$ cat config.mk
export PLATFORM = sky130hd
export DESIGN_NAME = frame_buf_sched_flat
export DESIGN_NICKNAME = d
export VERILOG_FILES = /design/src/rtl/frame_buf_sched_if.sv /design/src/rtl/frame_buf_sched.sv /design/src/flat_wrapper.sv
export SDC_FILE = /design/constraint.sdc
export NUM_CORES = 1
export LEC_CHECK = 0
export BUFFER_PORTS_ARGS = -buffer_cell sky130_fd_sc_hd__buf_4
export CORE_ASPECT_RATIO = 1.5
export CORE_MARGIN = 3
export CORE_UTILIZATION = 55
export DETAILED_ROUTE_END_ITERATION = 6
export PLACE_DENSITY_LB_ADDON = 0.12
export SLEW_MARGIN = 20
export SYNTH_ARGS = -nofsm -noshare
export SYNTH_HDL_FRONTEND = slang
export SYNTH_SLANG_ARGS = --single-unit
$ cat constraint.sdc
create_clock -name clk_i -period 8.6 [get_ports clk_i]
set_input_delay 1.72 -clock clk_i [delete_from_list [all_inputs] [get_ports clk_i]]
set_output_delay 1.72 -clock clk_i [all_outputs]
set_load 0.05 [all_outputs]
$ cat src/rtl/frame_buf_sched_if.sv
// Control bundle between VSYNC timing, the frame-buffer scheduler and the AXI burst engines.
interface frame_buf_sched_if;
   logic        vs_i;
   logic        wen_i;
   logic        wr_done_i;
   logic [31:0] wr_base_o;
   logic [31:0] rd_base_o;
   logic [1:0]  wr_idx_o;
   logic [1:0]  rd_idx_o;
   logic        wr_active_o;
   logic        rd_valid_o;
   logic        frame_start_o;
   logic [15:0] drop_cnt_o;
   logic [15:0] abort_cnt_o;

   modport master (
      output vs_i, wen_i, wr_done_i,
      input  wr_base_o, rd_base_o, wr_idx_o, rd_idx_o, wr_active_o, rd_valid_o,
             frame_start_o, drop_cnt_o, abort_cnt_o
   );

   modport slave (
      input  vs_i, wen_i, wr_done_i,
      output wr_base_o, rd_base_o, wr_idx_o, rd_idx_o, wr_active_o, rd_valid_o,
             frame_start_o, drop_cnt_o, abort_cnt_o
   );
endinterface

$ cat src/rtl/frame_buf_sched.sv
// Frame-buffer scheduler: on each VSYNC rise commits the written frame, hands the newest
// completed buffer to the reader and allocates the lowest free buffer to the writer.
module frame_buf_sched #(
   parameter int unsigned NBUF     = 3,
   parameter int unsigned H_WIDTH  = 1920,
   parameter int unsigned V_HEIGHT = 1080,
   parameter logic [31:0] BASE     = 32'h2000_0000
) (
   input  logic             clk_i,
   input  logic             rst_i,
   frame_buf_sched_if.slave bus
);
   localparam logic [63:0] SIZE64 = 64'(H_WIDTH) * 64'(V_HEIGHT) * 64'd3;
   localparam logic [31:0] SIZE   = SIZE64[31:0];
   localparam logic [63:0] END64  = 64'(BASE) + 64'(NBUF) * SIZE64;

   if (NBUF < 2 || NBUF > 4) begin : g_bad_nbuf
      $error("frame_buf_sched: NBUF must be in 2..4");
   end
   if (END64 > 64'h1_0000_0000) begin : g_bad_range
      $error("frame_buf_sched: buffers exceed the 32-bit address space");
   end

   typedef enum logic [1:0] {FREE, WRITING, READY, READING} buf_state_t;

   buf_state_t  st   [NBUF];
   buf_state_t  st_n [NBUF];
   logic        vs_q;
   logic        vs_rise;
   logic        wr_cplt;
   logic        wr_cplt_n;
   logic        has_wr;
   logic        has_rdy;
   logic        commit;
   logic        found;
   logic        drop_inc;
   logic        abort_inc;
   logic [1:0]  wr_idx_n;
   logic [1:0]  rd_idx_n;
   logic        wr_active_n;
   logic        rd_valid_n;

   function automatic logic [31:0] base_of(input logic [1:0] idx);
      return BASE + 32'(idx) * SIZE;
   endfunction

   always_comb begin
      vs_rise     = bus.vs_i & ~vs_q;
      st_n        = st;
      wr_cplt_n   = wr_cplt;
      wr_idx_n    = bus.wr_idx_o;
      rd_idx_n    = bus.rd_idx_o;
      wr_active_n = bus.wr_active_o;
      rd_valid_n  = bus.rd_valid_o;
      drop_inc    = 1'b0;
      abort_inc   = 1'b0;
      has_wr      = 1'b0;
      has_rdy     = 1'b0;
      found       = 1'b0;

      for (int unsigned i = 0; i < NBUF; i++) begin
         if (st[i] == WRITING) has_wr = 1'b1;
      end
      // A done pulse coinciding with the VSYNC rise still completes the ending frame.
      commit = has_wr & (wr_cplt | bus.wr_done_i);

      if (!vs_rise) begin
         if (has_wr && bus.wr_done_i) wr_cplt_n = 1'b1;
      end else begin
         wr_cplt_n = 1'b0;
         abort_inc = has_wr & ~commit;
         for (int unsigned i = 0; i < NBUF; i++) begin
            if (st[i] == WRITING) begin
               st_n[i] = commit ? READY : FREE;
            end else if (st[i] == READY && commit) begin
               st_n[i]  = FREE;
               drop_inc = 1'b1;
            end
         end

         for (int unsigned i = 0; i < NBUF; i++) begin
            if (st_n[i] == READY) has_rdy = 1'b1;
         end
         if (has_rdy) begin
            rd_valid_n = 1'b1;
            for (int unsigned i = 0; i < NBUF; i++) begin
               if (st_n[i] == READING) begin
                  st_n[i] = FREE;
               end else if (st_n[i] == READY) begin
                  st_n[i]  = READING;
                  rd_idx_n = 2'(i);
               end
            end
         end

         wr_active_n = 1'b0;
         if (bus.wen_i) begin
            for (int unsigned i = 0; i < NBUF; i++) begin
               if (!found && st_n[i] == FREE) begin
                  found       = 1'b1;
                  st_n[i]     = WRITING;
                  wr_idx_n    = 2'(i);
                  wr_active_n = 1'b1;
               end
            end
         end
      end
   end

   always_ff @(posedge clk_i) begin
      if (rst_i) begin
         vs_q              <= 1'b1;
         wr_cplt           <= 1'b0;
         st                <= '{default: FREE};
         bus.wr_base_o     <= BASE;
         bus.rd_base_o     <= BASE;
         bus.wr_idx_o      <= '0;
         bus.rd_idx_o      <= '0;
         bus.wr_active_o   <= 1'b0;
         bus.rd_valid_o    <= 1'b0;
         bus.frame_start_o <= 1'b0;
         bus.drop_cnt_o    <= '0;
         bus.abort_cnt_o   <= '0;
      end else begin
         vs_q              <= bus.vs_i;
         wr_cplt           <= wr_cplt_n;
         st                <= st_n;
         bus.wr_idx_o      <= wr_idx_n;
         bus.rd_idx_o      <= rd_idx_n;
         bus.wr_base_o     <= base_of(wr_idx_n);
         bus.rd_base_o     <= base_of(rd_idx_n);
         bus.wr_active_o   <= wr_active_n;
         bus.rd_valid_o    <= rd_valid_n;
         bus.frame_start_o <= vs_rise;
         if (drop_inc && bus.drop_cnt_o != '1) bus.drop_cnt_o <= bus.drop_cnt_o + 16'd1;
         if (abort_inc && bus.abort_cnt_o != '1) bus.abort_cnt_o <= bus.abort_cnt_o + 16'd1;
      end
   end
endmodule

$ cat src/flat_wrapper.sv
// flat-port wrapper written by rule: the top's interface ports become plain ports
module frame_buf_sched_flat 
#(
   parameter int unsigned NBUF     = 3,
   parameter int unsigned H_WIDTH  = 1920,
   parameter int unsigned V_HEIGHT = 1080,
   parameter logic [31:0] BASE     = 32'h2000_0000
)
  (clk_i, rst_i, bus_vs_i, bus_wen_i, bus_wr_done_i, bus_wr_base_o, bus_rd_base_o, bus_wr_idx_o, bus_rd_idx_o, bus_wr_active_o, bus_rd_valid_o, bus_frame_start_o, bus_drop_cnt_o, bus_abort_cnt_o);
  frame_buf_sched_if bus_i ();
  input  logic clk_i;
  input  logic rst_i;
  input wire logic [$bits(bus_i.vs_i)-1:0] bus_vs_i;
  input wire logic [$bits(bus_i.wen_i)-1:0] bus_wen_i;
  input wire logic [$bits(bus_i.wr_done_i)-1:0] bus_wr_done_i;
  output wire logic [$bits(bus_i.wr_base_o)-1:0] bus_wr_base_o;
  output wire logic [$bits(bus_i.rd_base_o)-1:0] bus_rd_base_o;
  output wire logic [$bits(bus_i.wr_idx_o)-1:0] bus_wr_idx_o;
  output wire logic [$bits(bus_i.rd_idx_o)-1:0] bus_rd_idx_o;
  output wire logic [$bits(bus_i.wr_active_o)-1:0] bus_wr_active_o;
  output wire logic [$bits(bus_i.rd_valid_o)-1:0] bus_rd_valid_o;
  output wire logic [$bits(bus_i.frame_start_o)-1:0] bus_frame_start_o;
  output wire logic [$bits(bus_i.drop_cnt_o)-1:0] bus_drop_cnt_o;
  output wire logic [$bits(bus_i.abort_cnt_o)-1:0] bus_abort_cnt_o;
  assign bus_i.vs_i = bus_vs_i;
  assign bus_i.wen_i = bus_wen_i;
  assign bus_i.wr_done_i = bus_wr_done_i;
  assign bus_wr_base_o = bus_i.wr_base_o;
  assign bus_rd_base_o = bus_i.rd_base_o;
  assign bus_wr_idx_o = bus_i.wr_idx_o;
  assign bus_rd_idx_o = bus_i.rd_idx_o;
  assign bus_wr_active_o = bus_i.wr_active_o;
  assign bus_rd_valid_o = bus_i.rd_valid_o;
  assign bus_frame_start_o = bus_i.frame_start_o;
  assign bus_drop_cnt_o = bus_i.drop_cnt_o;
  assign bus_abort_cnt_o = bus_i.abort_cnt_o;
  frame_buf_sched #(.NBUF(NBUF), .H_WIDTH(H_WIDTH), .V_HEIGHT(V_HEIGHT), .BASE(BASE)) u_core (.clk_i(clk_i), .rst_i(rst_i), .bus(bus_i));
endmodule
# After elaboration in Yosys (flattened, before gate mapping)

Index checks and enable logic that the tools add are counted.

Reduce and logical (&&, ||, !) cells: 15
Multiply operators: 2
Equality and inequality tests: 14
Bitwise gates (word level): 6
$add $sub $neg: 4
Mux-type cells: 59

Operator list:

| cell                                                                  | count |
|---|---|
| 2-bit 2-to-1 mux                                                      | 32 |
| 30-bit by 25-bit adder with 31-bit output (first input constant)      | 2 |
| 16-bit by 1-bit adder with 16-bit output (second input constant)      | 2 |
| 16-bit != test (second input constant)                                | 2 |
| 2-bit by 13-bit multiplier with 15-bit output (second input constant) | 2 |
| 1-bit 2-to-1 mux                                                      | 24 |
| 2-bit == test (second input constant)                                 | 9 |
| 6-bit 2-to-1 mux                                                      | 3 |
| 1-bit logical AND                                                     | 8 |
| 2-bit by 1-bit == test with 1-bit output (second input constant)      | 3 |
| 2-bit zero test                                                       | 3 |
| 1-bit AND                                                             | 3 |
| 1-bit zero test                                                       | 2 |
| 1-bit NOT                                                             | 2 |
| 2-bit AND reduction                                                   | 1 |
| 2-bit OR reduction                                                    | 1 |
| 1-bit OR                                                              | 1 |

Input bits: 5
Register bits: 111
Output and inout bits: 103

# Depth between registers and ports, before layout

Gate-level depths: netlist of run 1.

Word-level depth: 32
Mapped depth: 11

# Worst setup path after synthesis of run 1

OpenSTA, ideal clock, no wires.

Path type: input -> register
Start: in bus_wr_done_i
End: reg u_core.bus.wr_base_o[11]
Path buffers: 0
Data required time: 8.472 ns
Setup slack: 4.281 ns
Data arrival time: 4.192 ns
Stages: 11
Path through: or2_2 > o311ai_0 > nand2_1 > ha_1 > or3_1 > nand3b_1 > o21ai_0 > or3b_2 > and3_1 > ha_1 > nor2b_1

Longest elaborated chain between the ends: 29
Elaborated cells on any way between the ends: 53
Classes of those cells: add/sub: 1; mul: 1; eq/ne: 6; mux: 33; bitwise: 2; reduce/logical: 10

RTL lines:

| element                                           | line                                         | source |
|---|---|---|
| start, declared                                   | flat_wrapper.sv:15                           | `input wire logic [$bits(bus_i.wr_done_i)-1:0] bus_wr_done_i;` |
| 1-bit OR (*)                                      | frame_buf_sched.sv:65                        | `commit = has_wr & (wr_cplt \| bus.wr_done_i);` |
| 1-bit AND (*)                                     | frame_buf_sched.sv:65                        |  |
| 1-bit logical AND                                 | frame_buf_sched.sv:75                        | `end else if (st[i] == READY && commit) begin` |
| 2-bit 2-to-1 mux                                  | frame_buf_sched.sv:75                        |  |
| 2-bit 2-to-1 mux                                  | frame_buf_sched.sv:73                        | `if (st[i] == WRITING) begin` |
| 2-bit 2-to-1 mux                                  | frame_buf_sched.sv:67                        | `if (!vs_rise) begin` |
| 2-bit == test                                     | frame_buf_sched.sv:82, frame_buf_sched.sv:89 |  |
| 1-bit 2-to-1 mux (3 in series)                    | frame_buf_sched.sv:82                        | `if (st_n[i] == READY) has_rdy = 1'b1;` |
| [... 11 more ...]                                 | --                                           |  |
| 1-bit 2-to-1 mux                                  | frame_buf_sched.sv:67                        |  |
| 1-bit zero test                                   | frame_buf_sched.sv:99                        | `if (!found && st_n[i] == FREE) begin` |
| 1-bit logical AND                                 | frame_buf_sched.sv:99                        |  |
| 2-bit 2-to-1 mux (*)                              | frame_buf_sched.sv:99                        |  |
| 2-bit 2-to-1 mux (*)                              | frame_buf_sched.sv:97                        | `if (bus.wen_i) begin` |
| 2-bit 2-to-1 mux (*)                              | frame_buf_sched.sv:67                        |  |
| 2-bit by 13-bit multiplier with 15-bit output (*) | frame_buf_sched.sv:44                        | `return BASE + 32'(idx) * SIZE;` |
| 30-bit by 25-bit adder with 31-bit output (*)     | frame_buf_sched.sv:44                        |  |
| end signal, assigned                              | frame_buf_sched.sv:130                       | `bus.wr_base_o <= base_of(wr_idx_n);` |
| end, declared                                     | frame_buf_sched_if.sv:24                     | `output wr_base_o, rd_base_o, wr_idx_o, rd_idx_o, wr_active_o, rd_valid_o,` |

Mark *: on every way between the ends. The rest lies on a longest branch, timed or not. The select of a mux whose other input is x is not followed.
A chain may end at the register's enable or synchronous reset.

# Worst setup path after layout of run 1

Same ends and word-level chain as after synthesis.

==> results of run 1 <==
-- Yosys cell counts, drive strengths merged, types with 2 or more instances --
| master | number | share of area (%) |
|---|---|---|
| buf | 61 | 14 |
| dfxtp | 57 | 34 |
| nor2 | 34 | 3.8 |
| a21oi | 27 | 4.0 |
| nand2 | 23 | 2.6 |
| nand3 | 17 | 2.5 |
| ha | 13 | 4.8 |
| inv | 12 | 1.3 |
| o21ai | 11 | 1.6 |
| o31ai | 11 | 2.4 |
| or4 | 11 | 2.4 |
| clkbuf | 8 | 0.89 |
| nand4 | 8 | 1.5 |
| nor2b | 8 | 1.5 |
| or3 | 8 | 1.5 |
| xnor2 | 8 | 2.1 |
| a31oi | 7 | 1.5 |
| nand2b | 6 | 1.1 |
| nor4 | 6 | 1.6 |
| o311ai | 5 | 2.0 |
| a211oi | 4 | 0.89 |
| and2 | 4 | 0.74 |
| and4 | 4 | 1.1 |
| nor3 | 4 | 0.74 |
| o21a | 4 | 0.89 |
| o41ai | 4 | 1.0 |
| and2b | 3 | 0.67 |
| and3 | 3 | 0.56 |
| o211ai | 3 | 0.67 |
| or2 | 3 | 0.56 |
| a32o | 2 | 0.59 |
| conb | 2 | 0.22 |
| mux2 | 2 | 0.67 |
| nand3b | 2 | 0.44 |
| nor4b | 2 | 0.70 |
| or3b | 2 | 0.52 |
-- logic make-up (layout without fill, tap and decap cells) --
family                   after synthesis  count (layout)  share of synthesized area (%)
other                                  2              34                          0.222
buffers and inverters                 81             101                           15.8
AO/OA/AOI/OAI                         84              84                           17.2
AND/OR/NAND/NOR                      150             150                           24.9
multiplexers                           3               3                          0.964
adder cells (fa/ha/maj)               13              13                           4.82
XOR/XNOR                               9               9                           2.34
flip-flops                            57              57                           33.8
-- routing by layer --
metal | vias to the layer above | global-route usage, % | wire length, µm
met2 | 78 | 38.8 | 4030
li1 | 1448 | - | -
met3 | 17 | 5.02 | 356
met1 | 1356 | 22.4 | 2980
met5 | - | 0 | 0
met4 | 0 | 11.1 | 189
-- metrics by stage --
step                      power [µW]  area, µm²
after detailed placement         378       3650
after floorplan                  375       3500
after global placement           378       3650
after CTS                        585       3800
after global routing             605       3800
final                            579       3800
-- state kept, by name, summed over array words and instances, names as in the netlist --
register	cells
u_core.bus.abort_cnt_o	16
u_core.bus.drop_cnt_o	16
u_core.bus.frame_start_o	1
u_core.bus.rd_base_o	5
u_core.bus.rd_idx_o	2
u_core.bus.rd_valid_o	1
u_core.bus.wr_active_o	1
u_core.bus.wr_base_o	5
u_core.bus.wr_idx_o	2
u_core.st	6
u_core.vs_q	1
u_core.wr_cplt	1
-- report_power, final --
part / switching [µW] / internal (µW)
Sequential: 4.25 / 268
Combinational: 78.7 / 22.2
Clock: 104 / 103
-- worst paths after layout --
| path | endpoint | startpoint |
|---|---|---|
| worst max-delay path | u_core.bus.wr_base_o[11]$_SDFF_PP0_ | bus_wr_done_i |
| worst min-delay path | u_core.bus.rd_valid_o$_SDFFE_PP0P_ | u_core.bus.rd_valid_o$_SDFFE_PP0P_ |
| worst max register to register | u_core.bus.wr_base_o[11]$_SDFF_PP0_ | u_core.st[1]$_SDFFE_PP0P_ |
| worst min register to register | u_core.bus.rd_valid_o$_SDFFE_PP0P_ | u_core.bus.rd_valid_o$_SDFFE_PP0P_ |
-- critical path: cells and delay by family --
family | cells | cell delay [ps]
fa+ha+maj | 2 | 570
buf+inv | 1 | 130
simple gates | 7 | 1730
compound gates | 2 | 430
-- placed cells by master, fill, tap and decap left out, types with 8 or more instances in the layout --
cell and instances:
buf_4 73, inv_1 12, dfxtp_1 57, a21oi_1 27
nand2_1 23, nor2b_1 8, nand4_1 8, clkbuf_8 9
nor2_1 34, ha_1 13, or4_1 11, or3_1 8
conb_1 34, o21ai_0 11, nand3_1 17, o31ai_1 11
xnor2_1 8
-- area by class of cell --
type / count / share of cell area, %
Sequential cell: 57 / 30.0
Inverter: 12 / 1.18
Timing Repair Buffer: 73 / 14.4
Tap cell: 72 / 2.37
Multi-Input combinational cell: 293 / 47.9
Clock inverter: 4 / 0.527
Clock buffer: 12 / 3.55
==> impl_results.rst, run 1 <==
.. list-table::
   :header-rows: 1

   * - Metric
     - Value
   * - FF/Latch Area
     - ~0.0011 mm²
   * - Synth Flop Type
     - dfxtp_1
   * - Largest vdd supply drop
     - 0.102 mV
   * - Final antenna diode count
     - 0
   * - Post-layout minimum cycle time
     - 4390 ps
   * - Setup WS post-layout
     - 4210 ps
   * - Share of the yosys chip area belonging to registers
     - 33.8%
   * - Clock Skews
     - 9.41 ps
   * - Fraction of final layout cells sized beyond drive strength 1
     - between 20 and 25%
   * - Ys async rst share
     - 0%
   * - Fin crit share
     - 51.1%
   * - Final wirelength
     - 7560 µm
   * - GRT Total Usage
     - between 20% and 30%
   * - Port buffer count
     - 73
   * - Number of buffers on the longest clock path
     - 2
   * - Via Count
     - around 2,900
   * - Class of the most critical setup path
     - in2reg
   * - Initial core utilization
     - ~58%
   * - Die width
     - 70.0 µm
   * - Required @ worst endpoint
     - approximately 8800 ps
   * - Synthesis warning total
     - 0
   * - Hold-fix buffers at CTS
     - 0
   * - Final ANT Viol Nets
     - 0
   * - Length in cells of the worst reg-to-reg path
     - 11
   * - Area growth from synthesis to layout
     - 12.6%
   * - Max-Slew Margin vs Limit
     - 42.9%
   * - CP cell instances
     - buf_4 -> or2_2 -> o311ai_0 -> nand2_1 -> ha_1 -> nor3_2 -> nor2_1 -> a32o_1 -> or3b_2 -> and3_1 -> ha_1 -> nor2b_1
   * - Most used cell along the critical path
     - ha_1
   * - R2R Setup Slk
     - 4930 ps
   * - Cell count after synthesis
     - 399
   * - Post-synthesis instance area
     - 0.00338 mm²
   * - Overflow left after global routing
     - 0
   * - Slowest library cell on the worst path
     - or3b_2
   * - Placed Cells
     - 507
   * - Clock tree from TritonCTS
     - yes
   * - Number of global-route vias before repair
     - 2,632
   * - Wire length of the first global-routing pass
     - 12,200 µm
   * - Post-CTS resize count
     - 0
   * - Average instance area after synthesis
     - approximately 8.5 µm²
   * - Max-cap violations
     - 0
   * - HPWL after detailed placement
     - 5480 µm
   * - Post-Route Setup TNS
     - 0 ps
   * - RSZ-0062 raised after global routing
     - false
   * - Post-CTS clock slew at the launch and capture registers of the worst setup and hold paths
     - ~60 ps
   * - Floorplan Core Area
     - 0.00587 mm²
   * - Layout net count
     - 464
   * - Drt first pass iters
     - 4
   * - Worst hold path cell count
     - 2
   * - Number of antenna violations at the first check in global routing
     - 0
   * - Worst slack after detailed placement
     - 3920 ps
   * - Hold_ws
     - 478 ps
   * - Total of endpoints with negative setup slack in the final report
     - 0
   * - Sort of element at the end of the critical path
     - register
   * - H-tree levels
     - 3
   * - Setup fix buffers added after clock tree synthesis
     - 0
   * - Number of storage elements in the synthesis netlist
     - 57
   * - Largest fanout on the critical path
     - 6
   * - Run status
     - completed
   * - Worst Setup Start Kind
     - input port
   * - Die extent in y
     - ~100 µm
   * - Master cell of the clock root buffer
     - clkbuf_8
   * - Type of the tightest min-delay check
     - reg2reg
   * - PwrDens
     - 152 mW/mm²
   * - Clock buffers created by TritonCTS
     - 9
   * - Area taken by multi-input logic gates
     - roughly 0.0018 mm²
   * - Number of library cell types mapped by synthesis
     - 56
   * - Average routed wire per standard cell
     - 14.4 µm
   * - Count of standard-cell rows
     - 34
   * - Standby leakage power
     - 0.00152 µW
   * - CP max stage delay
     - 480 ps
   * - Die Area
     - 0.00713 mm²
   * - Clock network latency to the later pin of the worst-skew pair
     - 340 ps
   * - Final RePlAce weighted congestion
     - 0.859
   * - Num Clock Sinks
     - between 50 and 60
   * - Drt drc
     - 0
   * - Vias/cell
     - about 5.5
   * - Final Slew Violations
     - 0
   * - Critical Path AT
     - 4600 ps
   * - Transition time of the tightest slew-check pin
     - 855 ps
   * - Maximum number of pins on one net before global-route repair
     - 60
   * - Non-filler instance count after layout
     - 523
   * - Number of hold-slack violations in the final timing report
     - 0
   * - Post-synth EDFFs
     - 0
   * - Number of ports placed on the die boundary
     - about 110
   * - Starting DRT DRC Count
     - between 200 and 250
   * - Post-route core utilization
     - roughly two thirds
   * - Highest clock rate
     - 0.228 GHz
   * - Filler Cells Inserted
     - 553
(Power assumes the default switching activity.)
==> run 2: changes to the inputs <==
- ABC_AREA: default -> 1
- CORE_UTILIZATION: 55 -> 47
- clock period: 8.6 -> 3.9 ns (I/O delays scaled with it)
==> run 2 against run 1 <==
  * Via count grew 4.7%
  * Sequential share of layout area shrank 1.9 points
  * Synthesized cell count grew 21%
  * Largest power group is now the clock network
  * Non-clock buffer count is the same
  * Sequential power grew 120%
==> impl_results.rst, run 2 <==
.. list-table::
   :header-rows: 1

   * - Metric
     - Value
   * - H-tree levels
     - 3
   * - Num Clock Sinks
     - between 50 and 60
   * - Number of buffers on the longest clock path
     - 2
   * - Net switching power of the design
     - 517 µW
   * - Floorplan Core Area
     - 0.00704 mm²
   * - Final ANT Viol Nets
     - 0
   * - Max-Slew Margin vs Limit
     - between 60% and 70%
   * - Number of antenna violations at the first check in global routing
     - 0
   * - Wire length of the first global-routing pass
     - 12,900 µm
   * - Synth Area in Compound Gates
     - 10.0%
   * - Reg-to-reg critical path startpoint
     - u_core.st[1]$_SDFFE_PP0P_
   * - Length in cells of the worst reg-to-reg path
     - 21
   * - WL met2
     - 3840 µm
   * - Type of the tightest min-delay check
     - reg2reg
   * - Sort of element at the end of the critical path
     - register
   * - Layout net count
     - approximately 550
   * - Maximum number of pins on one net before global-route repair
     - 35
   * - WHS Endpoint
     - u_core.bus.wr_active_o$_SDFFE_PP0P_
   * - Hold-fix buffers at CTS
     - 0
   * - Cell taking the most area after synthesis
     - dfxtp_1
   * - Highest metal layer used by the detailed router
     - met4
   * - Number of global-route vias before repair
     - 2,768
   * - Die width
     - approximately 76 µm
   * - Post-CTS clock slew at the launch and capture registers of the worst setup and hold paths
     - 70 ps
   * - Fraction of power consumed by sequential logic
     - 38.6%
   * - Clock tree from TritonCTS
     - yes
   * - Largest vdd supply drop
     - about 0.26 mV
   * - Worst slack after detailed placement
     - ~620 ps
   * - Cell count after synthesis
     - around 480
   * - Post-synth EDFFs
     - 0
   * - Largest fanout on the critical path
     - 7
   * - Number of hold-slack violations in the final timing report
     - 0
   * - R2R Setup Slk
     - around 1200 ps
   * - Most numerous cell in the Yosys netlist
     - nand2_1
   * - Met1 WL
     - 3440 µm
   * - Vias/cell
     - roughly 4.8
   * - Class of the most critical setup path
     - in2reg
   * - Number of storage elements in the synthesis netlist
     - 57
   * - Synth Flop Type
     - dfxtp_1
   * - CP max stage delay
     - 270 ps
   * - Leading post-synthesis cells by cell area
     - dfxtp_1 33%, buf_4 12%, nand2_1 10%
   * - Worst Setup Start Kind
     - input port
   * - Master cell of the clock root buffer
     - clkbuf_8
   * - Fin crit share
     - 75.5%
   * - Number of library cell types mapped by synthesis
     - 41
   * - Internal power
     - between 1000 and 1500 µW
   * - Final RePlAce weighted congestion
     - 0.863
   * - Standby leakage power
     - 0.00185 µW
   * - Highest-count cells in the layout ignoring fill and taps
     - 93 x nand2_1, 73 x buf_4, 57 x dfxtp_1
   * - Area taken by multi-input logic gates
     - 0.00179 mm²
   * - Drt first pass iters
     - 5
   * - Average instance area after synthesis
     - 7.23 µm²
   * - Clock network latency to the later pin of the worst-skew pair
     - roughly 350 ps
   * - Ys async rst share
     - 0%
   * - Clock Skews
     - 13.6 ps
   * - Portion of total power attributed to combinational logic
     - 20.5%
   * - Most used cell along the critical path
     - nand2_1
   * - RSZ-0062 raised after global routing
     - false
   * - Die Area
     - 0.00852 mm²
   * - Final antenna diode count
     - 0
   * - Area growth from synthesis to layout
     - 16.0%
   * - Clock buffers created by TritonCTS
     - 9
   * - Starting DRT DRC Count
     - 110
   * - Worst hold path cell count
     - 2
   * - Final Slew Violations
     - 0
   * - Post-Synth XOR/XNOR Area
     - 2.76%
   * - Initial core utilization
     - around half
   * - Routed met3 length
     - 408 µm
   * - Port buffer count
     - 73
   * - GRT Total Usage
     - 18.5%
   * - Die extent in y
     - 112 µm
   * - Fraction of final layout cells sized beyond drive strength 1
     - 21.8%
   * - Total of endpoints with negative setup slack in the final report
     - 0
   * - Share of synthesized area spent on multiplexers
     - 0%
   * - CP cell instances
     - buf_4 -> nor2_1 -> inv_1 -> nand2_4 -> nand2_1 -> nand2_1 -> inv_1 -> ha_1 -> nor2_1 -> nand2_1 -> inv_1 -> nand3_1 -> nand3_1 -> nand2_1 -> nor2_1 -> nand2_1 -> nand2_1 -> inv_1 -> ha_1 -> inv_1 -> nor2_1
   * - Switching power share of the total
     - 33.2%
   * - Share of the yosys chip area belonging to registers
     - 32.7%
   * - Overflow left after global routing
     - 0
   * - Dominant combinational cell family by area after synthesis
     - simple AND/OR/NAND/NOR gates
   * - Synthesis warning total
     - 0
   * - Filler Cells Inserted
     - 717
   * - Post-CTS resize count
     - 0
   * - FF/Latch Area
     - 0.00114 mm²
   * - End of the worst register-to-register path
     - u_core.bus.wr_base_o[11]$_SDFF_PP0_
   * - Drt drc
     - 0
   * - Count of standard-cell rows
     - 37
   * - Max-cap violations
     - 0
   * - Required @ worst endpoint
     - around 4100 ps
   * - Highest clock rate
     - 0.340 GHz
   * - Part of the total power dissipated in the clock network
     - between 40 and 50%
   * - Via Count
     - 3,035
   * - PwrDens
     - 385 mW/mm²
   * - Setup fix buffers added after clock tree synthesis
     - 0
   * - Most common library cell in the layout ignoring fill and taps
     - nand2_1
   * - Slowest library cell on the worst path
     - ha_1
   * - Fraction of the mapped netlist area in simple logic gates
     - between 30 and 40%
   * - Commonest cells post-synth
     - 93 x nand2_1, 57 x dfxtp_1, 55 x buf_4, 51 x inv_1, 46 x nor2_1
   * - HPWL after detailed placement
     - slightly below 6000 µm
   * - Fraction of synthesized cell area taken by the top area cell type
     - around 33%
   * - Leading registers by flop count
     - u_core.bus.abort_cnt_o (16), u_core.bus.drop_cnt_o (16), u_core.st (6)
   * - Post-layout minimum cycle time
     - 2940 ps
   * - Adder-Cell Fraction of Synth Area
     - 4.66%
   * - Setup WS post-layout
     - 957 ps
   * - Number of ports placed on the die boundary
     - 108
   * - Average routed wire per standard cell
     - 12.3 µm
   * - Post-synthesis instance area
     - 0.00349 mm²
   * - Transition time of the tightest slew-check pin
     - 532 ps
   * - Critical Path AT
     - roughly 3200 ps
   * - Worst hold path startpoint
     - u_core.bus.wr_active_o$_SDFFE_PP0P_
   * - Final wirelength
     - about 8000 µm
   * - Run status
     - completed
   * - Post-Route Setup TNS
     - 0 ps
-- run 2: cell types whose count changed in the layout (fill, tap and decap cells not counted), sizes merged, moves of 8 or more --
cell / change
or3: -8
nand3: +26
inv: +45
o31ai: -10
nand2: +77
nor2b: -8
o21ai: +15
nor3: +9
or4: -11
nor2: +15
-- run 2: routing by layer --
metal,vias up,global-route usage [%]
met5,-,0
met4,0,7.74
met3,14,4.21
met2,113,31.9
met1,1342,22.0
li1,1566,-
-- run 2: per-stage QoR --
stage	cell area, µm²	total power [µW]	hold slack [ps]	cells	utilization (%)
after detailed placement	3820	933	447	622	54.3
final	4050	1560	457	638	57.6
after global routing	4050	1630	481	638	57.6
after CTS	4050	1570	458	638	57.6
after floorplan	3610	908	437	515	-
after global placement	3820	936	448	622	54.3
-- run 2: power by group through the flow --
stage               registers [µW]  logic (µW)  clock network [µW]
finish                         601         320                 638
global route                   603         352                 674
CTS                            601         319                 649
detailed placement             615         318                   0
global placement               614         321                   0
floorplan                      633         276                   0
-- run 2: cell type report --
type	count	share of cell area, %
Multi-Input combinational cell	337	44.3
Sequential cell	57	28.2
Timing Repair Buffer	73	13.5
Inverter	58	5.37
Clock buffer	10	3.40
Tap cell	97	3.00
Clock inverter	6	2.25
-- run 2: kinds of logic (layout without fill, tap and decap cells) --
family / after synthesis / in the layout
AO/OA/AOI/OAI: 60 / 60
XOR/XNOR: 11 / 11
adder cells (fa/ha/maj): 13 / 13
buffers and inverters: 121 / 147
flip-flops: 57 / 57
other: 2 / 34
AND/OR/NAND/NOR: 219 / 219
-- run 2: worst max-delay path, delay by kind of cell --
kind                     cells  cell delay (ps)
buffers and inverters        6              590
AND/OR/NAND/NOR             13             1320
adder cells (fa/ha/maj)      2              470
-- run 2: how the worst max path moves through the flow --
stage                        from                             endpoint  slack, ps  cells past startpoint
floorplan           bus_wr_done_i  u_core.bus.wr_base_o[11]$_SDFF_PP0_       1060                     20
global placement    bus_wr_done_i  u_core.bus.wr_base_o[11]$_SDFF_PP0_        710                     21
detailed placement  bus_wr_done_i  u_core.bus.wr_base_o[11]$_SDFF_PP0_        620                     21
CTS                 bus_wr_done_i  u_core.bus.wr_base_o[11]$_SDFF_PP0_        990                     21
global route        bus_wr_done_i  u_core.bus.wr_base_o[11]$_SDFF_PP0_        680                     21
finish              bus_wr_done_i  u_core.bus.wr_base_o[11]$_SDFF_PP0_        960                     21
